`config.mk`:
```
export PLATFORM = sky130hd
export DESIGN_NAME = clock_set_ctrl
export DESIGN_NICKNAME = d
export VERILOG_FILES = /design/src/rtl/clock_set_ctrl.sv
export SDC_FILE = /design/constraint.sdc
export NUM_CORES = 1
export LEC_CHECK = 0
export ABC_CLOCK_PERIOD_IN_PS = 1780
export CORE_MARGIN = 4
export CORE_UTILIZATION = 30
export DETAILED_ROUTE_END_ITERATION = 8
export HOLD_SLACK_MARGIN = 0.03
export PLACE_DENSITY = 0.59
export SLEW_MARGIN = 40
export SYNTH_ARGS = -nofsm -noshare
export SYNTH_HDL_FRONTEND = slang
export SYNTH_SLANG_ARGS = --single-unit
```
`constraint.sdc`:
```
create_clock -name clk -period 1.78 [get_ports clk]
set_input_delay 0.356 -clock clk [delete_from_list [all_inputs] [get_ports clk]]
set_output_delay 0.356 -clock clk [all_outputs]
set_load 0.02 [all_outputs]
```
`src/rtl/clock_set_ctrl.sv`:
```
`default_nettype none
// ============================================================================
//  Module   : clock_set_ctrl
//  Purpose  : Button-driven time-set controller. Captures the running time,
//             lets the user step hours then minutes, and issues a one-cycle
//             load strobe to the display counter. Abandons the edit on
//             cancel or after a period of button inactivity.
//  Revision : 1.0 - initial release
// ============================================================================
module clock_set_ctrl #(
   parameter logic [31:0] TIMEOUT_CYCLES = 32'd2000000
) (
   input  logic       clk,
   input  logic       reset,
   input  logic       btn_mode,
   input  logic       btn_inc,
   input  logic       btn_cancel,
   input  logic [4:0] cur_hrs,
   input  logic [6:0] cur_min,
   output logic       set,
   output logic [4:0] set_hours,
   output logic [6:0] set_minutes,
   output logic       edit_active,
   output logic [1:0] edit_field
);

   typedef enum logic [1:0] {
      S_IDLE     = 2'b00,
      S_EDIT_HRS = 2'b01,
      S_EDIT_MIN = 2'b10,
      S_COMMIT   = 2'b11
   } state_t;

   // Last counter value before the edit is abandoned.
   localparam logic [31:0] c_TIMEOUT_LAST = TIMEOUT_CYCLES - 32'd1;

   state_t      r_state;
   logic [4:0]  r_edit_hrs;
   logic [6:0]  r_edit_min;
   logic [31:0] r_idle_cnt;
   logic        r_set;
   logic [4:0]  r_set_hours;
   logic [6:0]  r_set_minutes;

   logic [4:0]  w_cap_hrs;
   logic [6:0]  w_cap_min;
   logic [4:0]  w_hrs_next;
   logic [6:0]  w_min_next;
   logic        w_timeout;

   // Sanitised capture values and wrapping increments of the edit fields.
   always_comb begin
      w_cap_hrs  = (cur_hrs > 5'd23) ? 5'd0 : cur_hrs;
      w_cap_min  = (cur_min > 7'd59) ? 7'd0 : cur_min;
      w_hrs_next = (r_edit_hrs >= 5'd23) ? 5'd0 : r_edit_hrs + 5'd1;
      w_min_next = (r_edit_min >= 7'd59) ? 7'd0 : r_edit_min + 7'd1;
      w_timeout  = (r_idle_cnt == c_TIMEOUT_LAST);
   end

   // Edit FSM with registered strobe, load values and inactivity counter.
   always_ff @(posedge clk or negedge reset) begin
      if (!reset) begin
         r_state       <= S_IDLE;
         r_edit_hrs    <= 5'd0;
         r_edit_min    <= 7'd0;
         r_idle_cnt    <= 32'd0;
         r_set         <= 1'b0;
         r_set_hours   <= 5'd0;
         r_set_minutes <= 7'd0;
      end else begin
         r_set <= 1'b0;
         case (r_state)
            S_IDLE: begin
               r_idle_cnt <= 32'd0;
               if (btn_mode) begin
                  r_edit_hrs <= w_cap_hrs;
                  r_edit_min <= w_cap_min;
                  r_state    <= S_EDIT_HRS;
               end
            end
            S_EDIT_HRS, S_EDIT_MIN: begin
               // cancel beats mode beats inc; only one action per cycle
               if (btn_cancel) begin
                  r_idle_cnt <= 32'd0;
                  r_state    <= S_IDLE;
               end else if (btn_mode) begin
                  r_idle_cnt <= 32'd0;
                  if (r_state == S_EDIT_HRS) begin
                     r_state <= S_EDIT_MIN;
                  end else begin
                     r_state       <= S_COMMIT;
                     r_set         <= 1'b1;
                     r_set_hours   <= r_edit_hrs;
                     r_set_minutes <= r_edit_min;
                  end
               end else if (btn_inc) begin
                  r_idle_cnt <= 32'd0;
                  if (r_state == S_EDIT_HRS) begin
                     r_edit_hrs <= w_hrs_next;
                  end else begin
                     r_edit_min <= w_min_next;
                  end
               end else if (w_timeout) begin
                  r_idle_cnt <= 32'd0;
                  r_state    <= S_IDLE;
               end else begin
                  r_idle_cnt <= r_idle_cnt + 32'd1;
               end
            end
            S_COMMIT: begin
               r_idle_cnt <= 32'd0;
               r_state    <= S_IDLE;
            end
            default: begin
               r_idle_cnt <= 32'd0;
               r_state    <= S_IDLE;
            end
         endcase
      end
   end

   // Status outputs decoded straight from the registered state.
   always_comb begin
      edit_active = (r_state != S_IDLE);
      edit_field  = 2'b00;
      case (r_state)
         S_EDIT_HRS: edit_field = 2'b01;
         S_EDIT_MIN: edit_field = 2'b10;
         default:    edit_field = 2'b00;
      endcase
   end

   assign set         = r_set;
   assign set_hours   = r_set_hours;
   assign set_minutes = r_set_minutes;

endmodule
`default_nettype wire
```
==> out/results.ini <==
[logic_synthesis]
compound_gate_portion_of_the_synthesized_area = 0.08704
synth-edff-count = 0
ys_top_cells_by_area = sky130_fd_sc_hd__dfrtp_1 (46%), sky130_fd_sc_hd__xnor2_1 (6.6%), sky130_fd_sc_hd__nor2_1 (5.6%), sky130_fd_sc_hd__mux2_2 (4.2%), sky130_fd_sc_hd__ha_1 (2.7%)
synth_top_flop_cell = sky130_fd_sc_hd__dfrtp_1
postSynthCellCount = 313
synth_seq_cells = 59
synthesized_netlist_net_count = 337
post_synth_xor_area_fraction = 0.08197
synth-async-reset-ratio = 1.000
ys_types = 51
synth_top_family_by_area = simple AND/OR/NAND/NOR gates
post_synth_fa_ha_maj_area_fraction = 0.02732
synthSimpleGateAreaFrac = 0.2662
yosysSeqAreaShare = 0.4606
post-synth-top-area-fraction = 0.4606
synthesized_area_divided_by_synthesized_cell_count_sq_um = 10.24
yosysWarnings = 0
synth.cell_area_sq_um = 3206
synth_top_area_cell = sky130_fd_sc_hd__dfrtp_1
post_synthesis_mux_area_share = 0.04528

[timing]
timing.slew.headroom = 0.7819
holdWs_ns = 0.5136
grt_setup_unrepaired = true
period_share = 0.9630
finalSetupViolations = 0
worst_slew_pin_slew_ns = 0.3242
maxClockFrequency_mhz = 583.4
final_count_of_hold_timing_violations = 0
maxSlewViolCount = 0
final.setup_skew_ns = 0.01030
final.min_clock_period_ns = 1.714

[routing]
drt_wl_total_mm = 7.309
routed_wire_length_per_instance_um = 13.69
antenna_left = 0
detailed_route_iter0_violations = 60
vias_per_cell = 4.781
pre_antenna_drt_iters = 4
routed-via-count = 2553
detail_route.drc_violations = 0

[min_path]
worst_hold_path_type = flip-flop to flip-flop

[clock_network]
tritoncts.num_buffers = 9
cts-root-buf = sky130_fd_sc_hd__clkbuf_8
cts-htree-levels = 3
clk_pin_slew_worst_paths_ns = 0.06
worst_skew_pair.late_latency_ns = 0.34
cts.path.max_buffers = 2
tritoncts = yes
clock_sink_count = 59

[critical_path]
path_buf_inv = 2
path_class = flip-flop to flip-flop
crit_family = simple AND/OR/NAND/NOR gates
critical-path-max-stage-delay_ns = 0.36
critical_path_peak_fanout = 10
timing.reg2reg.setup_slack_ns = 0.07
path_cells = inv_2 > ha_4 > and2b_2 > nand2_2 > nor2_4 > buf_12 > mux2_2
critical_path_required_ns = 2.00
worst-endpoint-arrival_ns = 1.93
crit_path_capture_type = flip-flop
worstSetupStartpointType = flip-flop
critPathSlowestCell = sky130_fd_sc_hd__dfrtp_1

[power]
vdd_ir_drop_max_v = 0.0007071
share_comb_of_total_power = 0.426
internal-power_mw = 3.387
switchingPower_mw = 1.874
power_switching_share = 0.3562
p_per_area_nw_per_um2 = 1216
design_power_total_mw = 5.261
power.static_leakage_nw = 1.790
p_seq_frac = 0.351
clkPwrFrac = 0.224

[floorplanning]
die-height_um = 111.4
placeableCoreArea_sq_um = 10370
fp.dieArea_sq_um = 12400
std_cell_rows = 37
start_util = 0.3091
die_x_um = 111.4
boundaryPins = 33

[layout]
n_fill_cell = 1024
final_layout_size_suffix_gt1_frac = 0.2839
area_delta_synth_final_pct = 35.01
commonest_non_fill_non_tap_cell_in_the_layout = sky130_fd_sc_hd__dfrtp_1
layout.nets = 417
finish.utilization = 0.4174
postLayoutCellArea_sq_um = 4328
antennaDiodeCount = 0
leading_cell_types_in_the_layout_fill_and_taps_excluded = sky130_fd_sc_hd__dfrtp_1 (59), sky130_fd_sc_hd__nor2_1 (46), sky130_fd_sc_hd__buf_4 (41)

[placement]
globalplace.congestion = 0.7813
detailed_place.area_sq_um = 4019
port_buffers = 32
detailedPlacementHpwl_mm = 5.144

[global_route]
grt_pass1_wl_mm = 12.32
grt_util_all_layers = 0.1198
antenna_violations_before_repair = 0
grt_remaining_overflow = 0
grt_pass1_vias = 2644
largest_net_degree_at_the_start_of_global_routing = 60

[run_status]
run_status = finished, final reports clean

[flow_run]
max-cap-violations = 0

metrics by stage:
| step | setup slack, ns | std cells | TNS (ns) |
|---|---|---|---|
| after floorplan | 0.01701 | 313 | 0 |
| after global placement | -0.06640 | 516 | -0.7923 |
| after detailed placement | -0.09331 | 516 | -1.092 |
| after CTS | -0.01150 | 533 | -0.03940 |
| after global routing | -0.03459 | 534 | -0.4380 |
| final | 0.06578 | 534 | 0 |
synth_stat cells, types with 2 or more instances:
library cell and number:
sky130_fd_sc_hd__nor4_1 4, sky130_fd_sc_hd__and4_1 4, sky130_fd_sc_hd__nor4_2 3, sky130_fd_sc_hd__buf_2 6
sky130_fd_sc_hd__nand3_4 3, sky130_fd_sc_hd__nor4_4 2, sky130_fd_sc_hd__mux2_2 12, sky130_fd_sc_hd__nand2_1 18
sky130_fd_sc_hd__and3_1 6, sky130_fd_sc_hd__a21oi_1 12, sky130_fd_sc_hd__nor2b_1 2, sky130_fd_sc_hd__xnor2_1 24
sky130_fd_sc_hd__a31oi_1 2, sky130_fd_sc_hd__nand4_1 6, sky130_fd_sc_hd__a22o_1 3, sky130_fd_sc_hd__o21ai_1 2
sky130_fd_sc_hd__nor3_1 11, sky130_fd_sc_hd__ha_1 7, sky130_fd_sc_hd__nor4b_1 2, sky130_fd_sc_hd__nor3_2 3
sky130_fd_sc_hd__nand3_1 13, sky130_fd_sc_hd__nand2b_1 2, sky130_fd_sc_hd__and2_1 3, sky130_fd_sc_hd__inv_1 9
sky130_fd_sc_hd__buf_6 3, sky130_fd_sc_hd__o21ai_0 11, sky130_fd_sc_hd__dfrtp_1 59, sky130_fd_sc_hd__nor2_2 2
sky130_fd_sc_hd__a21o_1 3, sky130_fd_sc_hd__nor3b_1 2, sky130_fd_sc_hd__a211oi_1 2, sky130_fd_sc_hd__xor2_1 6
sky130_fd_sc_hd__nor2_1 48
kinds of logic (layout without fill, tap and decap cells):
| group | count (synthesis) | after routing |
|---|---|---|
| DFF | 59 | 59 |
| muxes | 13 | 13 |
| adders and majority gates | 7 | 7 |
| buffers and inverters | 19 | 104 |
| AOI/OAI and AO/OA | 44 | 44 |
| and+or+nand+nor | 141 | 141 |
| xor gates and xnor gates | 30 | 30 |
worst paths after layout:
| kind | from | endpoint | cells past startpoint |
|---|---|---|---|
| worst min-delay path | set_minutes[1] | set_minutes[1] | 1 |
| worst max register to register | r_state[1] | set_hours[1] | 7 |
| worst min register to register | set_minutes[1] | set_minutes[1] | 1 |
| worst max-delay path | r_state[1] | set_hours[1] | 7 |
| min in group asynchronous | reset | r_edit_hrs[0] | 3 |
| max in group asynchronous | reset | r_idle_cnt[4] | 3 |
cell type report:
cell class | instances | area [sq um] | share of cell area
multi-input cells | 235 | 1734 | 0.4007
flip-flops and latches | 59 | 1476 | 0.3411
repair buffers | 79 | 721.9 | 0.1668
clock buffers | 15 | 186.4 | 0.04308
well taps | 136 | 170.2 | 0.03932
inverters | 9 | 33.78 | 0.007806
clock inverters | 1 | 5.005 | 0.001156
repair_timing:
action,4_1_cts,5_1_grt
setup endpoints to repair,12,57
resized for setup,5,21
pin swaps,0,5
endpoints found under the hold margin,34,0
buffers inserted,0,0
gates cloned,0,1
hold buffers,1,0
power by group through the flow:
stage | Clock [mW] | Sequential, mW | Combinational, mW
floorplan | 0 | 1.95 | 1.05
global placement | 0 | 1.85 | 2.11
detailed placement | 0 | 1.86 | 2.13
CTS | 1.22 | 1.84 | 2.13
global route | 1.28 | 1.89 | 2.48
finish | 1.18 | 1.84 | 2.24
sequential cells by signal (all words and copies together) (netlist names):
signal,flops
set_hours,5
r_edit_min,7
set_minutes,7
r_state,2
set,1
r_edit_hrs,5
r_idle_cnt,32
metal layers:
layer  vias to the layer above  global-route usage  share of wire  wire [um]
met2                        42              0.1978           0.49       3587
met4                         0             0.03893          0.013         98
li1                       1264                   -              -          -
met1                      1240              0.1531           0.46       3386
met3                         7             0.03207          0.032        237
met5                         -                   0              0          0
No activity file was read; power rests on OpenSTA's default activity.
